`src/rtl/store_word_bank_if.sv`:
```
// store_word_bank_if
//   Request/response bundle for store_word_bank.
//   Parameters: WIDTH (data bits, multiple of 8), DEPTH (entries).
//   ADDR_W = max(1, clog2(DEPTH)) is derived and not overridable.
//   Signals:
//     write_enable, write_addr, byte_mask, data_in : write request
//     read_enable, read_addr                       : read request
//     data_out, output_enable, read_hit            : registered read result
//   Modports: master (requester), slave (the store).
interface store_word_bank_if #(
  parameter int WIDTH = 8,
  parameter int DEPTH = 4
);
  localparam int ADDR_W = (DEPTH > 1) ? $clog2(DEPTH) : 1;

  logic                  write_enable;
  logic [ADDR_W-1:0]     write_addr;
  logic [WIDTH/8-1:0]    byte_mask;
  logic [WIDTH-1:0]      data_in;
  logic                  read_enable;
  logic [ADDR_W-1:0]     read_addr;
  logic [WIDTH-1:0]      data_out;
  logic                  output_enable;
  logic                  read_hit;

  modport master (
    output write_enable, write_addr, byte_mask, data_in,
    output read_enable, read_addr,
    input  data_out, output_enable, read_hit
  );

  modport slave (
    input  write_enable, write_addr, byte_mask, data_in,
    input  read_enable, read_addr,
    output data_out, output_enable, read_hit
  );
endinterface

```
`src/rtl/store_word_bank.sv`:
```
// store_word_bank
//   DEPTH entries of WIDTH bits with per-byte write masking, a registered
//   one-cycle-latency read port and per-entry "ever written" tracking.
//   Ports:
//     clk  : system clock, rising edge
//     rst  : synchronous active-high reset (priority over read and write)
//     bus  : store_word_bank_if.slave (write/read requests, read result)
//   Optional feature (macro STORE_WORD_BANK_BYPASS_EN):
//     when defined, a read and write to the same in-range entry in the same
//     cycle return the byte-merged new word and read_hit = old valid OR any
//     mask bit; when undefined, reads always see pre-write contents.
module store_word_bank #(
  parameter int WIDTH = 8,
  parameter int DEPTH = 4
) (
  input  logic                  clk,
  input  logic                  rst,
  store_word_bank_if.slave      bus
);
  localparam int BYTES  = WIDTH / 8;
  localparam int ADDR_W = (DEPTH > 1) ? $clog2(DEPTH) : 1;
  // One extra bit so DEPTH itself is representable for the range compare.
  localparam logic [ADDR_W:0] DEPTH_C = (ADDR_W + 1)'(DEPTH);

  logic [WIDTH-1:0] mem [DEPTH];
  logic [DEPTH-1:0] valid;

  logic [WIDTH-1:0] data_q;
  logic             oe_q;
  logic             hit_q;

  logic             wr_in_range;
  logic             rd_in_range;
  logic             wr_accept;
  logic [WIDTH-1:0] wr_old;
  logic [WIDTH-1:0] wr_merged;
  logic [WIDTH-1:0] rd_word;
  logic             rd_hit;

  assign wr_in_range = ({1'b0, bus.write_addr} < DEPTH_C);
  assign rd_in_range = ({1'b0, bus.read_addr}  < DEPTH_C);
  assign wr_accept   = bus.write_enable && wr_in_range;

  assign wr_old = wr_in_range ? mem[bus.write_addr] : '0;

  // Masked bytes take data_in, the rest keep the stored value.
  always_comb begin
    wr_merged = wr_old;
    for (int unsigned i = 0; i < BYTES; i++) begin
      if (bus.byte_mask[i]) begin
        wr_merged[8*i +: 8] = bus.data_in[8*i +: 8];
      end
    end
  end

`ifdef STORE_WORD_BANK_BYPASS_EN
  logic same_addr;
  assign same_addr = wr_accept && (bus.write_addr == bus.read_addr);
`endif

  always_comb begin
    rd_word = '0;
    rd_hit  = 1'b0;
    if (rd_in_range) begin
      rd_word = mem[bus.read_addr];
      rd_hit  = valid[bus.read_addr];
    end
`ifdef STORE_WORD_BANK_BYPASS_EN
    if (same_addr) begin
      rd_word = wr_merged;
      rd_hit  = rd_hit | (|bus.byte_mask);
    end
`endif
  end

  always_ff @(posedge clk) begin
    if (rst) begin
      for (int unsigned e = 0; e < DEPTH; e++) begin
        mem[e] <= '0;
      end
      valid <= '0;
    end else if (wr_accept) begin
      mem[bus.write_addr] <= wr_merged;
      if (|bus.byte_mask) begin
        valid[bus.write_addr] <= 1'b1;
      end
    end
  end

  // Result registers are zeroed on idle cycles so data_out never holds.
  always_ff @(posedge clk) begin
    if (rst) begin
      oe_q   <= 1'b0;
      data_q <= '0;
      hit_q  <= 1'b0;
    end else begin
      oe_q   <= bus.read_enable;
      data_q <= bus.read_enable ? rd_word : '0;
      hit_q  <= bus.read_enable && rd_hit;
    end
  end

  assign bus.data_out      = data_q;
  assign bus.output_enable = oe_q;
  assign bus.read_hit      = hit_q;
endmodule
```
`src/flat_wrapper.sv`:
```
// flat-port wrapper written by rule: the top's interface ports become plain ports
module store_word_bank_flat 
#(
  parameter int WIDTH = 8,
  parameter int DEPTH = 4
)
  (clk, rst, bus_write_enable, bus_write_addr, bus_byte_mask, bus_data_in, bus_read_enable, bus_read_addr, bus_data_out, bus_output_enable, bus_read_hit);
  store_word_bank_if #(.WIDTH(WIDTH), .DEPTH(DEPTH)) bus_i ();
  input  logic clk;
  input  logic rst;
  input wire logic [$bits(bus_i.write_enable)-1:0] bus_write_enable;
  input wire logic [$bits(bus_i.write_addr)-1:0] bus_write_addr;
  input wire logic [$bits(bus_i.byte_mask)-1:0] bus_byte_mask;
  input wire logic [$bits(bus_i.data_in)-1:0] bus_data_in;
  input wire logic [$bits(bus_i.read_enable)-1:0] bus_read_enable;
  input wire logic [$bits(bus_i.read_addr)-1:0] bus_read_addr;
  output wire logic [$bits(bus_i.data_out)-1:0] bus_data_out;
  output wire logic [$bits(bus_i.output_enable)-1:0] bus_output_enable;
  output wire logic [$bits(bus_i.read_hit)-1:0] bus_read_hit;
  assign bus_i.write_enable = bus_write_enable;
  assign bus_i.write_addr = bus_write_addr;
  assign bus_i.byte_mask = bus_byte_mask;
  assign bus_i.data_in = bus_data_in;
  assign bus_i.read_enable = bus_read_enable;
  assign bus_i.read_addr = bus_read_addr;
  assign bus_data_out = bus_i.data_out;
  assign bus_output_enable = bus_i.output_enable;
  assign bus_read_hit = bus_i.read_hit;
  store_word_bank #(.WIDTH(WIDTH), .DEPTH(DEPTH)) u_core (.clk(clk), .rst(rst), .bus(bus_i));
endmodule
```
`config.mk`:
```
export PLATFORM = sky130hd
export DESIGN_NAME = store_word_bank_flat
export DESIGN_NICKNAME = d
export VERILOG_FILES = /design/src/rtl/store_word_bank_if.sv /design/src/rtl/store_word_bank.sv /design/src/flat_wrapper.sv
export SDC_FILE = /design/constraint.sdc
export NUM_CORES = 1
export LEC_CHECK = 0
export ABC_AREA = 0
export CAP_MARGIN = 10
export CORE_ASPECT_RATIO = 1.75
export CORE_MARGIN = 2
export CORE_UTILIZATION = 40
export DETAILED_ROUTE_END_ITERATION = 16
export GPL_ROUTABILITY_DRIVEN = 0
export SLEW_MARGIN = 0
export SYNTH_ARGS = -nofsm -noshare
export SYNTH_HDL_FRONTEND = slang
export SYNTH_SLANG_ARGS = --single-unit
```
`constraint.sdc`:
```
create_clock -name clk -period 2 [get_ports clk]
set_input_delay 0.3 -clock clk [delete_from_list [all_inputs] [get_ports clk]]
set_output_delay 0.3 -clock clk [all_outputs]
set_load 0.01 [all_outputs]
```
# ---- After elaboration in Yosys (flattened, before gate mapping)
# Memories as Yosys holds them, arrays and structs flattened. A register that Yosys moved wholly into a read port is not among the register bits.
# Index checks and enable logic that the tools add are counted.
dict set report totals {
  register_bits 6
  mem_count 1
  output_inout_bits 10
  wordCells 29
  inputBits 17
  ram_bits 32
}
dict set report op_classes {
  magnitude_cmp 3
  n_mux 13
  reduce_logical 6
  eq_ne 1
  n_bitwise 2
}
# memory words word_bits rd rd_ports_with_merged_regs wr line_no
set mem_list {}
lappend mem_list {u_core.mem 4 8 1 1 4 store_word_bank.sv:25} ;# logic [WIDTH-1:0] mem [DEPTH];
# op n
set ops {}
lappend ops {{two-way mux 8 bit} 2}
lappend ops {{two-way mux 1 bit} 8}
lappend ops {{OR reduction 8 bit} 1}
lappend ops {{less-than comparator 2 x 3 -> 1 bit (second input constant)} 2}
lappend ops {{bitwise OR 4 bit} 1}
lappend ops {{AND reduction 2 bit} 2}
lappend ops {{binary-select mux 1 bit (select 2 bit)} 1}
lappend ops {{demux 1 bit (select 2 bit)} 1}
lappend ops {{greater-or-equal comparator 2 x 1 -> 1 bit (second input constant)} 1}
lappend ops {{logical AND 1 bit} 2}
lappend ops {{two-way mux 2 bit} 1}
lappend ops {{OR reduction 2 bit} 1}
lappend ops {{!= test 1 bit (second input constant)} 1}
lappend ops {{NOT 1 bit} 1}

# ---- Longest topological paths before layout
dict set report depth {
  ltp_word 6
  ltp_mapped 4
  mapped_depth_nobuf 2
}

# ---- Least setup slack after synthesis
# Ideal clock, no wire load.
dict set report synth_timing {
  path_type {input port to flip-flop}
  startpoint {input port rst}
  endpoint {memory u_core.mem[1][0] (enable)}
  n_path_buf 1
  path_stages 3
  arrival_ns 1.113
  path_slack_ns 0.512
  setup_ns 0.375
  required_ns 1.625
  path_cell_list {nand3b_4 > buf_2 > o21bai_1}
}
# element line_no
set synth_rtl {}
lappend synth_rtl {{start, declared} flat_wrapper.sv:10} ;# input logic rst;
lappend synth_rtl {{end, declared} store_word_bank.sv:25}

==> metrics <==
post-DP HPWL=2900 um; share of layout cells above drive strength 1=11.9%; clock latency on the worst-skew pair=0.30 ns; final setup fails=0; Post-synth ARST share=0%; post-route ant nets=0; Pint=1.66 mW; antenna violations before repair=0; Critical Path Start=bus_write_enable; first-pass GRT wire length=5930 um; final WL=3820 um; Primary FF master, synth=edfxtp_1; CTS max path bufs=2; core area=4580 um2; Hold Path Class=register to register; sw frac=20.3%; adder-cell area share of the yosys netlist=0%; Ant. Diodes=0; Nets=193; fraction of the yosys area taken by sequential cells=66.3%; die area=5260 um2; Seq cells post-synth=46; largest family of logic cells by synthesized area=simple AND/OR/NAND/NOR gates; top-count cell post-synth=edfxtp_1; WP data arrival=1.50 ns; Syn Inst Count=142; element type at the critical path end=register; crit start category=input port; Peak Freq=0.672 GHz; logic gate share of total power=9.4%; Sequential Power Share=52.2%; Distinct cells, synth=21; Least-Margin Pin Slew=0.405 ns; Max-Cap Viols=0; Area Overhead vs Synth=25.7%; Final WS setup=0.512 ns; CTS tree=yes; WL/cell=16.7 um; DR iter-0 viols=22; syn avg cell area=13.2 um2; Post-synth EDFFs=32; Fill cells=394; Setup TNS=0 ns; reg2reg start=u_core.mem[0][3]; syn_nets=159; overall die height=94.5 um; max-slew violations=0; largest net degree at the start of global routing=19; worst hold slack=0.457 ns; WS Path Type=input port to register; Root Driver=clkbuf_8; routed via count=1218; residual DRC count=0; cell row count=33; Crit Path Max Fanout=8; CTS resizes=0; XOR/XNOR Fraction of Synth Area=0%; CTS Buf Count=5; WP data required=2.01 ns; PwrDens=888 nW/um2; net switching power=0.425 mW; clock share of power=38.3%; H-Tree Depth=2; synthesized cell area=1870 um2; io pins=27; total global routing overflow=0; commonest cells in the synthesized netlist=32 x edfxtp_1, 24 x nor3_1, 18 x mux2i_1; Final Hold Vio Count=0; post-layout util=51.4%; number of I/O port buffers=26; Hold Buf Count CTS=0; fin crit share=74.4%; Setup WS pre-CTS=0.200 ns; CTS Sinks=46; mux contribution to synthesized area=9.63%; setup repair bufs after CTS=0; area share of and/or/nand/nor cells after synthesis=12.2%; headroom to the max-slew limit=73.0%; Leakage=0.887 nW; vias in the first global route=1275; synth warn=0; skew final=0.0103 ns; DR pass1 iterations=4; Final Power=2.09 mW; IR drop worst, VDD=0.000669 V; RSZ-0062 raised after global routing=no; compound-cell area share of the yosys netlist=5.82%; min-delay src=u_core.valid[3]; Worst-path clk slew=0.08 ns; run status=complete, no violations; synth top area cells=edfxtp_1 51%, dfxtp_1 15%, mux2i_1 9.6%; Die Wd=55.7 um; min cycle time layout=1.49 ns; largest area contributor in the netlist=edfxtp_1; initial core utilization=40.8%; GRT Overall Usage=15.6%; Via density=5.32; top-area cell type share of the netlist area=51.3%
## layout make-up
cell class / count / area [um2] / share of cell area, %
sequential: 46 / 1240 / 52.7
tap: 52 / 65.1 / 2.76
clock inverter: 3 / 63.8 / 2.71
clock buffer: 5 / 68.8 / 2.92
inverter: 13 / 48.8 / 2.07
multi-input combinational: 74 / 518 / 22.0
timing repair buffer: 36 / 348 / 14.8
## through the flow
stage | area [um2] | std cells
floorplan | 1870 | 142
global placement | 2220 | 221
detailed placement | 2220 | 221
CTS | 2350 | 229
global route | 2350 | 229
finish | 2350 | 229
## layer usage
layer | track usage, % | part of all wire, %
met1 | 13.9 | 33
met2 | 31.0 | 59
met3 | 3.42 | 4.8
met4 | 9.55 | 3.2
met5 | 0 | 0
## kinds of logic after synthesis
group | count (synthesis)
DFF | 46
and+or+nand+nor | 40
buffers and inverters | 22
muxes | 18
AOI/OAI and AO/OA | 16
## power groups by stage
stage	sequential [mW]	clock (mW)	combinational [mW]
final	1.09	0.801	0.197
after global routing	1.10	0.838	0.211
after CTS	1.09	0.804	0.199
after detailed placement	1.11	0	0.198
after global placement	1.11	0	0.196
after floorplan	1.11	0	0.0973
## final timing paths
path                            end  slack, ns  cells past startpoint
max                u_core.mem[2][7]       0.51                      4
max reg2reg  u_core.bus.data_out[3]       1.15                      2
min reg2reg         u_core.valid[3]       0.46                      2
min                 u_core.valid[3]       0.46                      2
## worst max-delay path, cell delays in order
cell	delay [ns]
clkdlybuf4s50_1	0.55
nand4bb_1	0.26
o21bai_1	0.20
buf_4	0.19
## registers in the layout (all words and copies together), names as in the netlist
name and count:
u_core.bus.data_out 8, u_core.bus.output_enable 1, u_core.bus.read_hit 1, u_core.mem 32, u_core.valid 4
## cells in the final DEF (no fill, tap or decap)
cell             count
nand3b_4             1
buf_4                9
nor2_1               8
edfxtp_1            32
nand3b_2             1
clkinv_1             1
nand4bb_1            1
o21bai_1             3
mux2i_1             18
clkbuf_8             5
dfxtp_1             14
nand4_1              1
or3b_1               1
nor2b_2              1
o22ai_2              1
a21oi_1              1
clkdlybuf4s50_1     26
o22ai_1             11
inv_1               13
nor3_1              24
bufinv_16            2
buf_12               1
nand2b_1             2
No activity file was read; power rests on OpenSTA's default activity.
